### src/rtl/alu_arbiter.sv
// Round-robin front end that time-shares one ALU between NUM_REQ requesters.
// One operation is in flight at a time; the response is tagged with the requester index.
module alu_arbiter #(
    parameter int NUM_REQ = 2,
    parameter int ID_W    = $clog2(NUM_REQ)
) (
    input  logic                     i_clk,
    input  logic                     i_rst_n,
    input  logic [NUM_REQ-1:0]       i_reqValid,
    input  logic [NUM_REQ-1:0][31:0] i_reqA,
    input  logic [NUM_REQ-1:0][31:0] i_reqB,
    input  logic [NUM_REQ-1:0][3:0]  i_reqOp,
    output logic [NUM_REQ-1:0]       o_reqReady,
    output logic [31:0]              o_aluA,
    output logic [31:0]              o_aluB,
    output logic [3:0]               o_aluOp,
    input  logic [31:0]              i_aluResult,
    input  logic                     i_aluZero,
    output logic                     o_rspValid,
    input  logic                     i_rspReady,
    output logic [31:0]              o_rspResult,
    output logic                     o_rspZero,
    output logic [ID_W-1:0]          o_rspId
);

    typedef enum logic [1:0] {
        IDLE = 2'd0,
        EXEC = 2'd1,
        RESP = 2'd2
    } state_t;

    state_t          state_q, state_d;
    logic [ID_W-1:0] last_grant_q, last_grant_d;
    logic [ID_W-1:0] rsp_id_q, rsp_id_d;
    logic [31:0]     opa_q, opa_d;
    logic [31:0]     opb_q, opb_d;
    logic [3:0]      op_q, op_d;
    logic [31:0]     result_q, result_d;
    logic            zero_q, zero_d;

    logic [2*NUM_REQ-1:0] valid_dbl;
    logic [NUM_REQ-1:0]   valid_rot;
    logic [ID_W:0]        rot_shift;
    logic [ID_W:0]        rr_sum;
    logic [ID_W-1:0]      grant_off;
    logic [ID_W-1:0]      grant_idx;
    logic                 grant_valid;
    logic                 in_idle;

    // Rotate the valid vector so bit 0 is the requester just after the last winner.
    assign valid_dbl = {i_reqValid, i_reqValid};
    assign rot_shift = {1'b0, last_grant_q} + (ID_W+1)'(1);
    assign valid_rot = NUM_REQ'(valid_dbl >> rot_shift);

    always_comb begin
        grant_valid = 1'b0;
        grant_off   = '0;
        for (int j = NUM_REQ - 1; j >= 0; j--) begin
            if (valid_rot[j]) begin
                grant_valid = 1'b1;
                grant_off   = ID_W'(j);
            end
        end
    end

    assign rr_sum    = {1'b0, last_grant_q} + (ID_W+1)'(1) + {1'b0, grant_off};
    assign grant_idx = (rr_sum >= (ID_W+1)'(NUM_REQ)) ? ID_W'(rr_sum - (ID_W+1)'(NUM_REQ))
                                                      : ID_W'(rr_sum);
    assign in_idle   = (state_q == IDLE);

    for (genvar gi = 0; gi < NUM_REQ; gi++) begin : g_ready
        assign o_reqReady[gi] = in_idle & grant_valid & (grant_idx == ID_W'(gi));
    end

    always_comb begin
        state_d      = state_q;
        last_grant_d = last_grant_q;
        rsp_id_d     = rsp_id_q;
        opa_d        = opa_q;
        opb_d        = opb_q;
        op_d         = op_q;
        result_d     = result_q;
        zero_d       = zero_q;
        case (state_q)
            IDLE: begin
                if (grant_valid) begin
                    state_d      = EXEC;
                    opa_d        = i_reqA[grant_idx];
                    opb_d        = i_reqB[grant_idx];
                    op_d         = i_reqOp[grant_idx];
                    rsp_id_d     = grant_idx;
                    last_grant_d = grant_idx;
                end
            end
            EXEC: begin
                state_d  = RESP;
                result_d = i_aluResult;
                zero_d   = i_aluZero;
            end
            RESP: begin
                if (i_rspReady) begin
                    state_d = IDLE;
                end
            end
            default: state_d = IDLE;
        endcase
    end

    always_ff @(posedge i_clk or negedge i_rst_n) begin
        if (!i_rst_n) begin
            state_q      <= IDLE;
            last_grant_q <= ID_W'(NUM_REQ - 1);
            rsp_id_q     <= '0;
            opa_q        <= '0;
            opb_q        <= '0;
            op_q         <= '0;
            result_q     <= '0;
            zero_q       <= 1'b0;
        end else begin
            state_q      <= state_d;
            last_grant_q <= last_grant_d;
            rsp_id_q     <= rsp_id_d;
            opa_q        <= opa_d;
            opb_q        <= opb_d;
            op_q         <= op_d;
            result_q     <= result_d;
            zero_q       <= zero_d;
        end
    end

    assign o_aluA      = opa_q;
    assign o_aluB      = opb_q;
    assign o_aluOp     = op_q;
    assign o_rspValid  = (state_q == RESP);
    assign o_rspResult = result_q;
    assign o_rspZero   = zero_q;
    assign o_rspId     = rsp_id_q;

endmodule

### config.mk
export PLATFORM = sky130hd
export DESIGN_NAME = alu_arbiter
export DESIGN_NICKNAME = d
export VERILOG_FILES = /design/src/rtl/alu_arbiter.sv
export SDC_FILE = /design/constraint.sdc
export NUM_CORES = 1
export LEC_CHECK = 0
export ABC_AREA = 0
export CAP_MARGIN = 20
export CORE_MARGIN = 2
export CORE_UTILIZATION = 38
export CTS_BUF_LIST = sky130_fd_sc_hd__clkbuf_8
export CTS_CLUSTER_DIAMETER = 200
export CTS_CLUSTER_SIZE = 8
export DETAILED_ROUTE_END_ITERATION = 10
export PLACE_DENSITY = 0.87
export SYNTH_ARGS = -nofsm -noshare
export SYNTH_HDL_FRONTEND = slang
export SYNTH_SLANG_ARGS = --single-unit
### constraint.sdc
create_clock -name i_clk -period 2 [get_ports i_clk]
set_input_delay 0.4 -clock i_clk [delete_from_list [all_inputs] [get_ports i_clk]]
set_output_delay 0.4 -clock i_clk [all_outputs]
set_load 0.05 [all_outputs]
-- Word level (Yosys, flattened, before mapping)
Index checks and enable logic that the tools add are counted.
- add/subtract/negate cells: 3
- multipliers: 0
- div/mod/pow operators: 0
- order comparisons: 2
- eq/ne operators: 4
- shifts and indexed selects: 1
- muxes and demuxes: 13
- bitwise logic cells: 4
- reductions and logical operators: 3
- operator list (operator ; number):
    32-bit 2-to-1 mux ; 4
    4-bit 2-to-1 mux ; 2
    2-bit one-hot mux with 3 select lines ; 1
    1-bit 2-to-1 mux ; 4
    2-bit 2-to-1 mux ; 2
    2-bit AND reduction ; 2
    4-bit by 2-bit right shift with 2-bit output ; 1
    1-bit AND ; 3
    1-bit by 1-bit adder with 2-bit output, second input constant ; 1
    2-bit by 1-bit adder with 2-bit output ; 1
    2-bit by 1-bit equality test with 1-bit output, second input constant ; 1
    2-bit equality test, second input constant ; 1
    2-bit >= comparator, second input constant ; 1
    2-bit logical NOT ; 1
    1-bit by 2-bit < comparator with 1-bit output, second input constant ; 1
    2-bit by 1-bit != test with 1-bit output, second input constant ; 1
    2-bit != test, second input constant ; 1
    1-bit inverter ; 1
    1-bit subtractor, second input constant ; 1
- register bits: 105
- latch bits: 0
- bits in writable memories: 0
- memory bits (read-only): 0
- output and inout port bits: 105
- memories kept: 0

-- Logic depth before layout (Yosys ltp)
- depth after elaboration: 9
- gate-level depth with buffers: 6

-- Worst setup path before layout
No wires, ideal clock.
- path type: register to output
- from: reg last_grant_q
- to: out o_reqReady[0]
- arrival time: 1.447 ns
- data required time: 1.600 ns
- setup slack: 0.153 ns
- cell stages (with the launch flop): 5
- buffers on the path: 1
- cell sequence: dfstp_2 nand2b_1 nand3_1 inv_2 clkbuf_1
- longest elaborated chain between the ends: 9
- elaborated cells on any way between the ends: 12
- ends and longest elaborated chain (element ; RTL line ; source):
    start, declared ; 33 ; logic [ID_W-1:0] last_grant_q, last_grant_d;
    start signal, assigned ; 112 ; last_grant_q <= ID_W'(NUM_REQ - 1);
    start signal, assigned ; 121 ; last_grant_q <= last_grant_d;
    1-bit by 1-bit adder with 2-bit output * ; 52, 66 ;
    4-bit by 2-bit right shift with 2-bit output ; 53 ; assign valid_rot = NUM_REQ'(valid_dbl >> rot_shift);
    1-bit 2-to-1 mux (2 in a row) ; 59 ; if (valid_rot[j]) begin
    2-bit by 1-bit adder with 2-bit output ; 66 ; assign rr_sum = {1'b0, last_grant_q} + (ID_W+1)'(1) + {1'b0, grant_off};
    2-bit >= comparator / 1-bit subtractor (equally long branches) ; 67 ; assign grant_idx = (rr_sum >= (ID_W+1)'(NUM_REQ)) ? ID_W'(rr_sum - (ID_W+1)'(NUM_REQ))
    1-bit 2-to-1 mux ; 67 ;
    1-bit inverter ; 72 ; assign o_reqReady[gi] = in_idle & grant_valid & (grant_idx == ID_W'(gi));
    1-bit AND * ; 72 ;
    end, declared ; 13 ; output logic [NUM_REQ-1:0] o_reqReady,
Mark *: on every way between the ends. The rest lies on a longest branch, timed or not.

-- Worst setup path in the final report
- from: reg opa_q[11] (netlist: o_aluA[11])
- to: out o_aluA[11]
- RTL lines (element ; RTL line ; source):
    start, declared ; 35 ; logic [31:0] opa_q, opa_d;
    start signal, assigned ; 123 ; opa_q <= opa_d;
    end, declared ; 14 ; output logic [31:0] o_aluA,
No word-level cell between the ends.

==> results.md <==
- First-pass GRT wire length: 22.8 mm
- Synth top area share: 0.586
- Synth cell types: 17
- Power Dens Cells: 1840 nW/um2
- Worst path max stage delay: 0.83 ns
- CP Buf/Inv Count: 1
- Die area: 12600 um2
- Seq/Total Area, Yosys: 0.592
- Antenna cells: 0
- Flops & latches, synth: 105
- DRT iter0 DRCs: 269
- Crit path DAT: 1.56 ns
- Reg2reg end: o_aluB[13]
- Peak supply drop: 0.00170 V
- Die width: 112 um
- Max FO, Critical Path: 2
- Synth area leader: dfrtp_1
- Post-synthesis compound-gate area fraction: 0.273
- Fin Hold WS: 0.512 ns
- R2r setup slk: 0.36 ns
- Clk Latency, worst-skew pair: 0.38 ns
- Main combinational cell family by area after synthesis: compound AO/OA/AOI/OAI gates
- Worst Reg2Reg Path Length in Cells: 4
- Worst-path cell chain: clkdlybuf4s50_1
- Fin. max-slew vios: 0
- GR Overflow Total: 0
- Share of power burned in registers: 0.263
- Post-Synth Adder-Cell Area: 0
- Post-Synth XOR/XNOR Area: 0
- Critical path endpoint: o_aluA[11]
- Vias: 4004
- Reported max-cap violation count: 0
- Share of cells above drive strength 1: 0.119
- Initial core utilization: 0.389
- Delay-heaviest family, CP: buffers and inverters
- Row cnt: 39
- Top post-synthesis cells by area: dfrtp_1 59%, a221o_1 15%, o21a_1 12%, mux2_2 8.4%, buf_2 1.7%
- Htree depth: 3
- Final Hold Viols: 0
- Crit Path Category: reg -> out
- Initial antenna violation count: 0
- Slew @ Worst Pin: 0.548 ns
- DRC Markers: 0
- Sw frac: 0.483
- Post-Route WL: 14.7 mm
- CP Capture Type: primary output
- Hold depth: 1
- Area of the multi-input gates: 1640 um2
- Placer congestion estimate: 0.821
- Levels on crit path: 1
- Vias in the first global route: 4322
- CP startpoint kind: register
- Fin crit period: 1.96 ns
- Crit path launch: o_aluA[11]
- Core Region: 11400 um2
- Per-cell routed wire length: 20.0 um
- Net load switching power: 0.00693 W
- Largest net degree at the start of global routing: 70
- Die height: 112 um
- Num CTS Buffers: 9
- I/O Buffers: 278
- Filler cells: 814
- Syn Inst Count: 323
- Maximum buffer depth of the clock tree: 2
- Mapped cell area: 4440 um2
- Status: completed
- DR pass1 iterations: 4
- Vias per cell: 5.42
- Clk sink count: 105
- Number of top-level pins: 279
- Slew headroom: 0.634
- Final Setup Violations: 0
- Routed Antenna Nets: 0
- Non-filler cells, final: 739
- F_max: 509 MHz
- Hold Crit Class: reg -> reg
- Cell count after placement: 722
- LEAKAGE: 3.75 nW
- Root Driver: clkbuf_8
- Syn_area_per_cell: 13.7 um2
- Synth Area in Simple Gates: 0.0116
- Setup Skew: 0.00704 ns
- GRT Total Usage: 0.229
- Critical path's slowest cell: clkdlybuf4s50_1
- Internal power: 0.00741 W
- Period utilization: 0.982
- Total of warnings raised by yosys: 0
- Reg2Reg Launch Point: state_q[1]
- Clk pwr share: 0.102
- Critical Path RT: 1.60 ns
- CTS tree: done
- Post-CTS Setup Inserts: 0
- Nets: 765
- Register area: 2630 um2
- Area growth syn-to-layout: 75.4%
- Mux contribution to synthesized area: 0.0837
- Combinational power share: 0.635
- Clk pin slew, worst setup/hold paths: 0.10 ns
- HPWL Detailed: 10.7 mm
- Mapped Nets: 497
## cell usage in the layout, fill, tap and decap left out, drive strengths merged
cell type and count:
clkinv 3, nand2 1, bufinv 2, nor2 3
dfrtp 104, nand3 1, nand2b 3, and3 1
dlygate4sd2 17, clkbuf 10, inv 3, clkdlybuf4s50 201
dlygate4sd3 1, mux2 33, buf 18, dlymetal6s2s 54
a221o 68, or2 1, dfstp 1, o21ai 1
o21a 70
## area by class of cell
| type | instances | share of cell area |
|---|---|---|
| Clock buffer | 10 | 0.0177 |
| Clock inverter | 6 | 0.0106 |
| Inverter | 2 | 0.000964 |
| Multi-Input combinational cell | 182 | 0.211 |
| Sequential cell | 105 | 0.338 |
| Tap cell | 143 | 0.0230 |
| Timing Repair Buffer | 291 | 0.399 |
## what timing repair did
item	4_1_cts	5_1_grt
endpoints found under the setup margin	17	54
endpoints found under the hold margin	30	0
resized for setup	17	54
hold buffers	1	0
## synthesized netlist by cell type, drive strengths merged
cell type,instances
a221o,68
and3,1
buf,18
clkbuf,16
dfrtp,104
dfstp,1
inv,2
mux2,33
nand2,1
nand2b,3
nand3,1
nor2,3
o21a,70
o21ai,1
or2,1
## logic make-up (layout without fill, tap and decap cells)
kind of cell | after synthesis | count (layout)
buffers and inverters | 36 | 309
flip-flops | 105 | 105
AND/OR/NAND/NOR | 10 | 10
multiplexers | 33 | 33
AO/OA/AOI/OAI | 139 | 139
## worst min-delay path by stage
stage	slack [ns]	start	to
finish	0.51	o_rspResult[31]	o_rspResult[31]
global route	0.53	i_rst_n	o_rspResult[10]
CTS	0.48	i_rst_n	o_rspResult[10]
detailed placement	0.37	i_rst_n	o_rspResult[10]
global placement	0.36	i_rst_n	o_rspResult[10]
floorplan	0.10	i_rst_n	o_aluA[0]
## power groups by stage
stage	registers, W	logic, W	clock network [W]
2_1_floorplan	0.00731	0.00258	0
3_3_place_gp	0.00376	0.00911	0
3_5_place_dp	0.00382	0.00929	0
4_1_cts	0.00379	0.00919	0.00150
5_1_grt	0.00390	0.00946	0.00158
6_report	0.00377	0.00910	0.00146
## metal layers
metal	up-vias	GRT usage	share of wire
met2	184	0.405	0.53
li1	1792	-	-
met3	24	0.0756	0.080
met5	-	0	0
met1	2004	0.260	0.37
met4	0	0.0813	0.020
## worst reg2reg max path, cell delays in order (launching register included)
cell and delay [ns]:
dfrtp_1 0.41, or2_2 0.34, buf_12 0.20, o21a_1 0.31
a221o_1 0.27
## stage by stage
stage	setup slack (ns)	cell area, um2	utilization	TNS [ns]	power, W
6_report	0.0362	7780	0.682	0	0.0143
5_1_grt	-0.00453	7780	0.682	-0.00453	0.0149
4_1_cts	0.000184	7650	0.670	0	0.0145
3_5_place_dp	0.0980	7440	0.652	0	0.0131
3_3_place_gp	0.143	7440	0.652	0	0.0129
2_1_floorplan	0.153	4440	-	0	0.00989
## state kept, by name, indices dropped and copies added (netlist names)
register and cells:
o_aluA 32, o_aluB 32, o_rspResult 32, o_aluOp 4, state_q 2, last_grant_q 1, o_rspId 1, o_rspZero 1
No activity file was read; power rests on OpenSTA's default activity.
